<file path="src/rtl/mem_arbiter_pkg.sv">
// Shared types and defaults for the fetch/data memory arbiter.
// State encodings and parameter defaults live here.
package mem_arbiter_pkg;

    localparam int ADDR_W       = 32;
    localparam int DATA_W       = 32;
    localparam int STARVE_DEF   = 4;
    localparam int TIMEOUT_DEF  = 255;

    typedef enum logic [1:0] {
        IDLE   = 2'd0,
        GAP    = 2'd1,
        BUSY_F = 2'd2,
        BUSY_D = 2'd3
    } state_t;

endpackage

</file>
<file path="src/rtl/mem_arbiter_pick.sv">
// Combinational winner select: data wins unless fetch has
// waited through the full starvation budget.
module arb_pick
    import mem_arbiter_pkg::*;
#(
    parameter int STARVE_LIMIT = STARVE_DEF,
    parameter int SW           = $clog2(STARVE_LIMIT + 1)
) (
    input  logic          en,
    input  logic          f_req,
    input  logic          d_req,
    input  logic [SW-1:0] starve_cnt,
    output logic          grant_f,
    output logic          grant_d
);

    logic starved;

    always_comb begin
        starved = f_req && (starve_cnt == SW'(STARVE_LIMIT));
        grant_d = en && d_req && !starved;
        grant_f = en && f_req && !grant_d;
    end

endmodule

</file>
<file path="src/rtl/mem_arbiter.sv">
// Two-requester memory arbiter (fetch and data) with starvation
// bound, one-cycle turnaround gap and response timeout.
module mem_arbiter
    import mem_arbiter_pkg::*;
#(
    parameter int ADDRESS_WIDTH  = ADDR_W,
    parameter int DATA_WIDTH     = DATA_W,
    parameter int STARVE_LIMIT   = STARVE_DEF,
    parameter int TIMEOUT_CYCLES = TIMEOUT_DEF
) (
    input  logic                     clk,
    input  logic                     reset_n,
    input  logic                     i_f_addr_valid,
    input  logic [ADDRESS_WIDTH-1:0] i_f_addr,
    output logic                     o_f_mem_valid,
    output logic [DATA_WIDTH-1:0]    o_f_mem_data,
    input  logic                     i_d_req,
    input  logic                     i_d_we,
    input  logic [ADDRESS_WIDTH-1:0] i_d_addr,
    input  logic [DATA_WIDTH-1:0]    i_d_wdata,
    output logic                     o_d_valid,
    output logic [DATA_WIDTH-1:0]    o_d_rdata,
    output logic                     o_mem_addr_valid,
    output logic [ADDRESS_WIDTH-1:0] o_mem_addr,
    output logic                     o_mem_we,
    output logic [DATA_WIDTH-1:0]    o_mem_wdata,
    input  logic                     i_mem_valid,
    input  logic [DATA_WIDTH-1:0]    i_mem_data,
    output logic                     o_timeout
);

    localparam int SW = $clog2(STARVE_LIMIT + 1);

    state_t        state, state_nxt;
    logic [SW-1:0] starve_cnt;
    logic [7:0]    tmo_cnt;
    logic          grant_f, grant_d;
    logic          busy, tmo_fire, done;

    arb_pick #(
        .STARVE_LIMIT(STARVE_LIMIT),
        .SW          (SW)
    ) u_pick (
        .en        (state == IDLE),
        .f_req     (i_f_addr_valid),
        .d_req     (i_d_req),
        .starve_cnt(starve_cnt),
        .grant_f   (grant_f),
        .grant_d   (grant_d)
    );

    always_comb begin
        busy      = (state == BUSY_F) || (state == BUSY_D);
        // A response arriving in the expiry cycle takes precedence.
        tmo_fire  = busy && !i_mem_valid
                    && (tmo_cnt == 8'(TIMEOUT_CYCLES));
        done      = busy && (i_mem_valid || tmo_fire);
        state_nxt = state;
        unique case (state)
            IDLE: begin
                if (grant_d)      state_nxt = BUSY_D;
                else if (grant_f) state_nxt = BUSY_F;
            end
            GAP:    state_nxt = IDLE;
            BUSY_F: if (done) state_nxt = GAP;
            BUSY_D: if (done) state_nxt = GAP;
            default: state_nxt = IDLE;
        endcase
    end

    always_comb begin
        o_mem_addr_valid = busy && !tmo_fire;
        o_timeout        = tmo_fire;
        o_f_mem_valid    = (state == BUSY_F) && done;
        o_d_valid        = (state == BUSY_D) && done;
        o_f_mem_data     = '0;
        o_d_rdata        = '0;
        if (o_f_mem_valid && i_mem_valid) o_f_mem_data = i_mem_data;
        if (o_d_valid && i_mem_valid)     o_d_rdata    = i_mem_data;
    end

    always_ff @(posedge clk or negedge reset_n) begin
        if (!reset_n) begin
            state <= IDLE;
        end else begin
            state <= state_nxt;
        end
    end

    always_ff @(posedge clk or negedge reset_n) begin
        if (!reset_n) begin
            o_mem_addr  <= '0;
            o_mem_we    <= 1'b0;
            o_mem_wdata <= '0;
        end else if (grant_d) begin
            o_mem_addr  <= i_d_addr;
            o_mem_we    <= i_d_we;
            o_mem_wdata <= i_d_wdata;
        end else if (grant_f) begin
            o_mem_addr  <= i_f_addr;
            o_mem_we    <= 1'b0;
            o_mem_wdata <= '0;
        end
    end

    always_ff @(posedge clk or negedge reset_n) begin
        if (!reset_n) begin
            starve_cnt <= '0;
        end else if (grant_f) begin
            starve_cnt <= '0;
        end else if (grant_d && i_f_addr_valid
                     && starve_cnt != SW'(STARVE_LIMIT)) begin
            starve_cnt <= starve_cnt + 1'b1;
        end
    end

    always_ff @(posedge clk or negedge reset_n) begin
        if (!reset_n) begin
            tmo_cnt <= '0;
        end else if (grant_f || grant_d) begin
            tmo_cnt <= '0;
        end else if (busy && !i_mem_valid) begin
            tmo_cnt <= tmo_cnt + 8'd1;
        end
    end

endmodule

</file>
<file path="config.mk">
export PLATFORM = sky130hd
export DESIGN_NAME = mem_arbiter
export DESIGN_NICKNAME = d
export VERILOG_FILES = /design/src/rtl/mem_arbiter_pkg.sv /design/src/rtl/mem_arbiter_pick.sv /design/src/rtl/mem_arbiter.sv
export SDC_FILE = /design/constraint.sdc
export NUM_CORES = 1
export LEC_CHECK = 0
export ABC_CLOCK_PERIOD_IN_PS = 1600
export CORE_UTILIZATION = 32
export DETAILED_ROUTE_END_ITERATION = 10
export GPL_TIMING_DRIVEN = 0
export PLACE_DENSITY = 0.89
export REMOVE_ABC_BUFFERS = 1
export SLEW_MARGIN = 20
export SYNTH_ARGS = -nofsm -noshare
export SYNTH_HDL_FRONTEND = slang
export SYNTH_SLANG_ARGS = --single-unit
</file>
<file path="constraint.sdc">
create_clock -name clk -period 1.6 [get_ports clk]
set_input_delay 0.24 -clock clk [delete_from_list [all_inputs] [get_ports clk]]
set_output_delay 0.24 -clock clk [all_outputs]
set_load 0.01 [all_outputs]
</file>
Yosys cells after proc, flatten, opt, wreduce, memory -nomap -nowiden
Index checks and enable logic that the tools add are counted.
Word-level totals
  register bits after elaboration: 78
  input bits: 134
  output and inout bits: 133
Operators by class
  add/sub/neg operators: 2
  equal/unequal tests: 8
  muxes and demuxes: 16
  reductions and logical operators: 28
Operator list (number)
  $mux W32: 6
  $mux W8: 2
  $logic_and A1 B1 Y1: 15
  $add A8 B1 Y8 const B: 1
  $eq A8 B8 Y1 const B: 1
  $mux W2: 3
  $mux W3: 2
  $ne A3 B3 Y1 const B: 2
  $pmux W2 S3: 1
  $reduce_bool A2 Y1: 3
  $eq A2 B2 Y1 const B: 2
  $logic_not A1 Y1: 4
  $add A3 B1 Y3 const B: 1
  $eq A3 B3 Y1 const B: 1
  $logic_or A1 B1 Y1: 3
  $eq A2 B1 Y1 const B: 1
  $logic_not A2 Y1: 1
  $mux W1: 2
  $ne A2 B1 Y1 const B: 1
  $reduce_and A2 Y1: 1
  $reduce_or A2 Y1: 1

Logic depth before layout (Yosys ltp)
  depth in word-level cells: 9
  gate-level depth with buffers: 7

By module
Synthesis repeated with hierarchy kept, for this count alone.
Unflattened totals
  cells, all modules: 369
  area total of the unflattened synthesis: 3806.2 µm²
Modules (own cells, without submodules)
  mem_arbiter: times used 1, cells each 364, area an instance 3774.9 µm², seq. area each 1951.9 µm²
  arb_pick: times used 1, cells each 5, area an instance 31.3 µm², seq. area each 0.0 µm²

Worst setup path before layout
Ideal clock, no wire load.
  path kind: reg2out
  from: register tmo_cnt[0]
  to: output port o_d_valid
  arrival: 1.375 ns
  required time: 1.360 ns
  setup slack: -0.015 ns
  cell stages (with the launch flop): 6
  cells stage by stage: dfrtp_1 > ha_1 > and4b_1 > and4_1 > clkbuf_1 > a21o_1
On the way
  word-level cells in the longest chain between the ends: 5
Ends and longest elaborated chain
  start, declared: RTL line mem_arbiter.sv:36  | logic [7:0] tmo_cnt;
  start signal, assigned: RTL line mem_arbiter.sv:123  | tmo_cnt <= tmo_cnt + 8'd1;
  $eq A8 B8 Y1: RTL line mem_arbiter.sv:56  | && (tmo_cnt == 8'(TIMEOUT_CYCLES));
  $logic_and A1 B1 Y1: RTL line mem_arbiter.sv:56
  named net o_timeout: RTL line mem_arbiter.sv:29  | output logic o_timeout
  $logic_or A1 B1 Y1: RTL line mem_arbiter.sv:57  | done = busy && (i_mem_valid || tmo_fire);
  $logic_and A1 B1 Y1: RTL line mem_arbiter.sv:57
  $logic_and A1 B1 Y1: RTL line mem_arbiter.sv:75  | o_d_valid = (state == BUSY_D) && done;
  end, declared: RTL line mem_arbiter.sv:21  | output logic o_d_valid,
The timed path passes the listed nets, and every way through them passes these cells.

Worst setup path in the final report
  from: register tmo_cnt[0]
  to: output port o_d_valid
On the way
  word-level cells in the longest chain between the ends: 5
Ends and longest elaborated chain (RTL line)
  $eq A8 B8 Y1: mem_arbiter.sv:56
  $logic_and A1 B1 Y1: mem_arbiter.sv:56
  $logic_or A1 B1 Y1: mem_arbiter.sv:57
  $logic_and A1 B1 Y1: mem_arbiter.sv:57
  $logic_and A1 B1 Y1: mem_arbiter.sv:75
No other way between the ends.

==> results by group <==
Timing
  – Final hold slack: 0.4294 ns
  – Final WS setup: -0.3015 ns
  – Setup violators final: 135
  – Least-Margin Pin Slew: 0.5343 ns
  – Crit share post-route: 118.8%
  – Post-layout min period: 1.901 ns
  – Highest clock rate: 525.9 MHz
  – RSZ-0062 raised after global routing: true
  – Final Hold Viols: 0
  – Fin Clk Skew: 0.007604 ns
  – Fin. max-slew vios: 0
  – Setup TNS: -18.11 ns
  – Slew margin rel.: 64.38%

Final layout
  – Share of layout cells above drive strength 1: 36.02%
  – Filler cells: 815
  – Area growth from synthesis to layout: 113.2%
  – Fin nets: 801
  – Ant. Diodes: 0

Yosys
  – Most frequent cell after synthesis: dfrtp_1
  – Async SR Flop Fraction: 100.0%
  – Main synth FF type: dfrtp_1
  – Synth top cells by count: dfrtp_1 (78), and2_1 (65), a22o_1 (34)
  – Synth top area cells: dfrtp_1 (52%), and2_1 (11%), a221o_1 (8.5%)
  – Top cell type's share of synthesized area: 51.64%
  – Yosys warns: 0
  – Synth area leader: dfrtp_1
  – Post-Syn Area: 3780 um^2
  – Cell count after synthesis: 333
  – Seq/Total Area, Yosys: 51.64%
  – Count of cell types in the netlist: 36
  – Synthesized area per cell: 11.35 um^2
  – Post-synth EDFFs: 0
  – #FFs+latches synth: 78

Power and ir drop
  – Sw power: 4.423 mW
  – Leak Pwr: 3.618 nW
  – Combinational Power Share: 57.9%
  – Clock share of power: 16.8%
  – PD cells: 1625 nW/um^2
  – P_int: 8.673 mW
  – Net Sw Frac: 33.77%
  – Seq pwr share: 25.3%
  – VDD IR-drop max: 0.9440 mV
  – Power, Total: 13.10 mW

Clock tree
  – CTS tree: yes
  – CTS max path bufs: 2
  – Clock transition at path regs: 0.06 ns
  – Clock sink total: 78
  – Worst-Skew Late Latency: 0.33 ns
  – Num CTS Buffers: 9
  – Root buf cell: clkbuf_16
  – Number of H-tree levels: 3

Worst setup path
  – CP max stage cell: dfrtp_1
  – Worst setup SP type: flip-flop
  – WP buf/inv: 1
  – CP delay by family, top: simple AND/OR/NAND/NOR gates
  – CP endpoint kind: output port
  – Critical Path Fanout Max: 6
  – Critical path type: reg2out
  – Worst EP required: 1.36 ns
  – CP max stage delay: 0.37 ns
  – Worst path cell trace: ha_2 -> and4b_1 -> and4_4 -> a21o_1 -> buf_6
  – Worst Path Arrival: 1.66 ns

Drt
  – Drt wl/cell: 20.78 um
  – DRC errors left: 0
  – Initial DRC count: 235
  – 1st-pass router iterations: 6
  – Routed Antenna Nets: 0
  – Final WL: 16870 um
  – DR vias/cell: 5.337
  – Total number of vias: 4334

Die
  – I/O pin total: 267
  – Die height: 110.7 um
  – Initial Util: 32.96%
  – Die ar.: 12250 um^2
  – Die X-Extent: 110.7 um
  – Row Count: 39
  – Core Region: 11470 um^2

Global routing
  – Vias in the first global route: 4562
  – Initial antenna violation count: 0
  – Pin count of the biggest net entering global routing: 44
  – Grt ovf: 0
  – Global-route wire length before repair: 24120 um
  – Gr usage total: 25.15%

Placement
  – DP HPWL: 9436 um
  – Routability cong.: 0.8419
  – PortBufs: 266

Hold path
  – Hold Crit Class: in2async

Job
  – Max-capacitance violation count: 0

Run status
  – Failing checks: setup timing
  – Outcome: complete, but fails checks
## cell usage in the layout (no fill, tap or decap), types with 3 or more instances in the layout
cell             synthesis  layout
and3_4                   1       8
a22o_1                  34      34
clkdlybuf4s50_1          0     194
a21boi_2                 0       4
buf_6                    2      74
dfrtp_1                 78      76
o21ai_0                  6       3
nand2_1                  6       4
and2_1                  65      18
a221o_1                 32      32
buf_4                    0      23
clkbuf_16                0      11
a21boi_0                31      24
and2_4                   0      47
buf_8                    0       3
buf_12                   0      14
nand4_1                  3       3
nor2_1                   8       4
and3_1                   3       3
buf_2                   12      19
nor2_4                   0       9
a21boi_1                 1       4
mux2i_1                  5       5
## routing by layer
metal	track usage, %	up-vias	part of all wire (%)
li1	-	1925	-
met1	28.04	2128	39
met2	45.47	247	52
met3	5.631	34	6.9
met4	11.38	0	2.5
met5	0	-	0
## area by class of cell
class | instances | area, um^2 | area share [%]
timing repair buffer | 335 | 3512 | 43.58
clock inverter | 5 | 81.33 | 1.009
sequential | 78 | 1954 | 24.25
multi-input combinational | 237 | 2074 | 25.74
inverter | 3 | 15.01 | 0.1863
clock buffer | 11 | 242.7 | 3.012
tap | 143 | 178.9 | 2.220
## registers in the layout, summed over array words and instances (netlist names)
name / cells
o_mem_wdata: 32
o_mem_addr: 32
starve_cnt: 3
o_mem_we: 1
tmo_cnt: 8
state: 2
## worst reg2reg max path: stages, from the launching register on
cell and delay, ns:
dfrtp_2 0.44, buf_12 0.14, buf_6 0.11, buf_6 0.11, nor2_4 0.20, buf_12 0.19, buf_8 0.12, a21boi_1 0.06
a221o_1 0.29
## power groups by stage
stage               combinational, mW  sequential (mW)  clock [mW]
floorplan                        1.93             3.60           0
global placement                 4.97             3.29           0
detailed placement               5.18             3.31           0
CTS                              6.65             3.30        2.24
global route                     7.92             3.41        2.33
finish                           7.58             3.31        2.20
## through the flow
step                utilization [%]  instance area, um^2  std cells  setup WS [ns]
floorplan                         -                 3637        303        -0.6544
global placement              56.50                 6479        712         -2.253
detailed placement            57.03                 6540        715         -1.722
CTS                           65.52                 7513        793        -0.2529
global route                  70.28                 8059        812        -0.3627
finish                        70.28                 8059        812        -0.3015
## final timing paths
check | from | endpoint | slack [ns] | depth (start not counted)
max | tmo_cnt[0]$_DFFE_PN0P_ | o_d_valid | -0.30 | 5
min | reset_n | o_mem_wdata[21]$_DFFE_PN0N_ | 0.43 | 2
max reg2reg | state[0]$_DFFE_PN0P_ | o_mem_addr[26]$_DFFE_PN0N_ | -0.18 | 8
min reg2reg | o_mem_wdata[14]$_DFFE_PN0N_ | o_mem_wdata[14]$_DFFE_PN0N_ | 0.50 | 1
max in group asynchronous | reset_n | o_mem_addr[10]$_DFFE_PN0N_ | 0.58 | 3
min in group clk | o_mem_wdata[14]$_DFFE_PN0N_ | o_mem_wdata[14]$_DFFE_PN0N_ | 0.50 | 1
## timing repair
item / 4_1_cts / 5_1_grt
buffers inserted: 48 / 14
resized for setup: 365 / 99
pin swaps: 44 / 29
hold buffers: 1 / 0
endpoints found under the hold margin: 35 / 0
gates cloned: 13 / 7
setup endpoints to repair: 136 / 139
## cells by family (layout without fill, tap and decap cells)
logic type / after synthesis / count (layout) / share of synthesized area [%]
AND/OR/NAND/NOR: 100 / 115 / 16.29
buffers and inverters: 33 / 354 / 4.072
AO/OA/AOI/OAI: 112 / 112 / 25.22
flip-flops: 78 / 78 / 51.64
adder cells (fa/ha/maj): 3 / 3 / 0.9932
XOR/XNOR: 2 / 2 / 0.4635
multiplexers: 5 / 5 / 1.324
Power figures use the tool's default switching activity.
==> variant (config.mk and constraints unchanged) <==
Change the package constant `TIMEOUT_DEF` from 255 to 128.
--- a/src/rtl/mem_arbiter_pkg.sv
+++ b/src/rtl/mem_arbiter_pkg.sv
@@ -5,7 +5,7 @@
     localparam int ADDR_W       = 32;
     localparam int DATA_W       = 32;
     localparam int STARVE_DEF   = 4;
-    localparam int TIMEOUT_DEF  = 255;
+    localparam int TIMEOUT_DEF  = 128;
 
     typedef enum logic [1:0] {
         IDLE   = 2'd0,
Behaviour: no difference found for any inputs over 10 cycles, from zero or initial values and one cycle with reset_n low; that may be too few to reach the edited logic, so the function may still have changed.
==> variant against the original RTL <==
The flow finishes with violations (design-rule violations, negative setup slack); largest cell class unchanged; clock power grew 6%; setup slack got worse by 0.030 ns; maximum frequency shrank 1.5%; total power is 7.1% higher; routed wire length rose by 28%; design area up 3.8%; area after synthesis increased by 0.86%; sequential cell count unchanged; non-clock buffer count shrank 2; cell count increased by 1.4%; die area rose by 0.84%.
==> variant: results <==
metrics = {
    "status": {
        "status": "finished, violations left",
        "failed_checks": "design-rule violations, negative setup slack",
    },
    "setup_path": {
        "cp-startpoint": "tmo_cnt[5]",
        "reg2reg_depth": 9,
        "reg2reg_slack_ns": -0.23,
        "path_max_fanout": 3,
        "reg2reg_to": "o_mem_addr[13]",
        "crit_arrival_ns": 1.69,
        "crit_path_end": "o_f_mem_valid",
        "critPathMaxStageDelay_ns": 0.42,
        "reg2reg_from": "state[1]",
    },
    "clock_tree": {
        "h-tree-depth": 3,
        "insertion_delay_ns": 0.33,
        "cts_resized": 446,
        "post_cts_buffers": 56,
    },
    "logic_synthesis": {
        "synth.distinct_cells": 44,
        "synth_xor_area_share_pct": 0.4595,
        "muxShareOfSynthArea_pct": 0.7877,
        "synth-compound-area-share_pct": 25.60,
        "ys_async_sr_fraction_pct": 100.0,
        "ys_top_cells_by_area": "dfrtp_1 51%, a221o_1 8.4%, a22o_1 7.8%",
        "synthAdderAreaFrac_pct": 1.313,
        "yosys-top-cells-count": "78 x dfrtp_1, 35 x and3_1, 34 x a22o_1",
        "yosysSeqAreaShare_pct": 51.20,
        "synthCells": 341,
    },
    "sta": {
        "setup_slack_ns": -0.3314,
        "setup_tns_ns": -19.39,
        "setup_viol": 136,
        "worst_pin_slew_ns": 0.6299,
        "skew_ns": 0.008899,
        "timing.hold.ws_ns": 0.4231,
    },
    "cells_and_area": {
        "nets": 814,
        "fillers": 680,
        "drive_gt1_share_pct": 40.44,
    },
    "global_routing": {
        "grt_start_max_net_pins": 43,
        "groute.usage.overall_pct": 32.59,
        "grt_pass1_wl_um": 29890,
        "grt_pass1_vias": 5077,
    },
    "power_and_ir_drop": {
        "peakVddDrop_mv": 0.9856,
        "p_int_mw": 9.042,
        "clk-power_mw": 2.34,
        "p_clk_share_pct": 16.7,
        "seqPwrFrac_pct": 23.9,
        "p_leak_nw": 3.681,
    },
    "route": {
        "route.detailed.vias_per_inst": 5.897,
        "drcViolationCount": 41,
        "num_vias": 4853,
        "wl_per_cell_um": 26.26,
        "drt-pass1-iter-count": 7,
        "drtIter0Drc": 389,
    },
    "placed_design": {
        "gp_congestion": 0.8263,
        "dp_slack_ns": -1.591,
        "dp_cells": 721,
        "placed_area_um2": 6559,
        "dp_hpwl_um": 10510,
    },
}
## variant: cell types whose count changed after synthesis, sizes merged, moves of 2 or more
cell	change
and2	-33
and3	+31
inv	+2
mux2i	-2
nand2	+2
## variant: final cells by class
type / instances / area [µm²] / area share (%)
clock inverters: 6 / 111.4 / 1.331
inverters: 5 / 22.52 / 0.2692
well taps: 143 / 178.9 / 2.138
repair buffers: 333 / 3463 / 41.39
clock buffers: 9 / 225.2 / 2.692
multi-input cells: 249 / 2410 / 28.80
flip-flops and latches: 78 / 1956 / 23.37
## variant: per-layer routing
| layer | wire, µm | track usage, % |
|---|---|---|
| met3 | 2004 | 8.748 |
| met1 | 7485 | 33.64 |
| met4 | 1898 | 29.01 |
| met5 | 0 | 0 |
| met2 | 10220 | 54.55 |
## variant: kinds of logic after synthesis
family,count (synthesis)
flops,78
xor+xnor,2
compound gates,115
fa+ha+maj,4
buf+inv,36
mux,3
simple gates,103
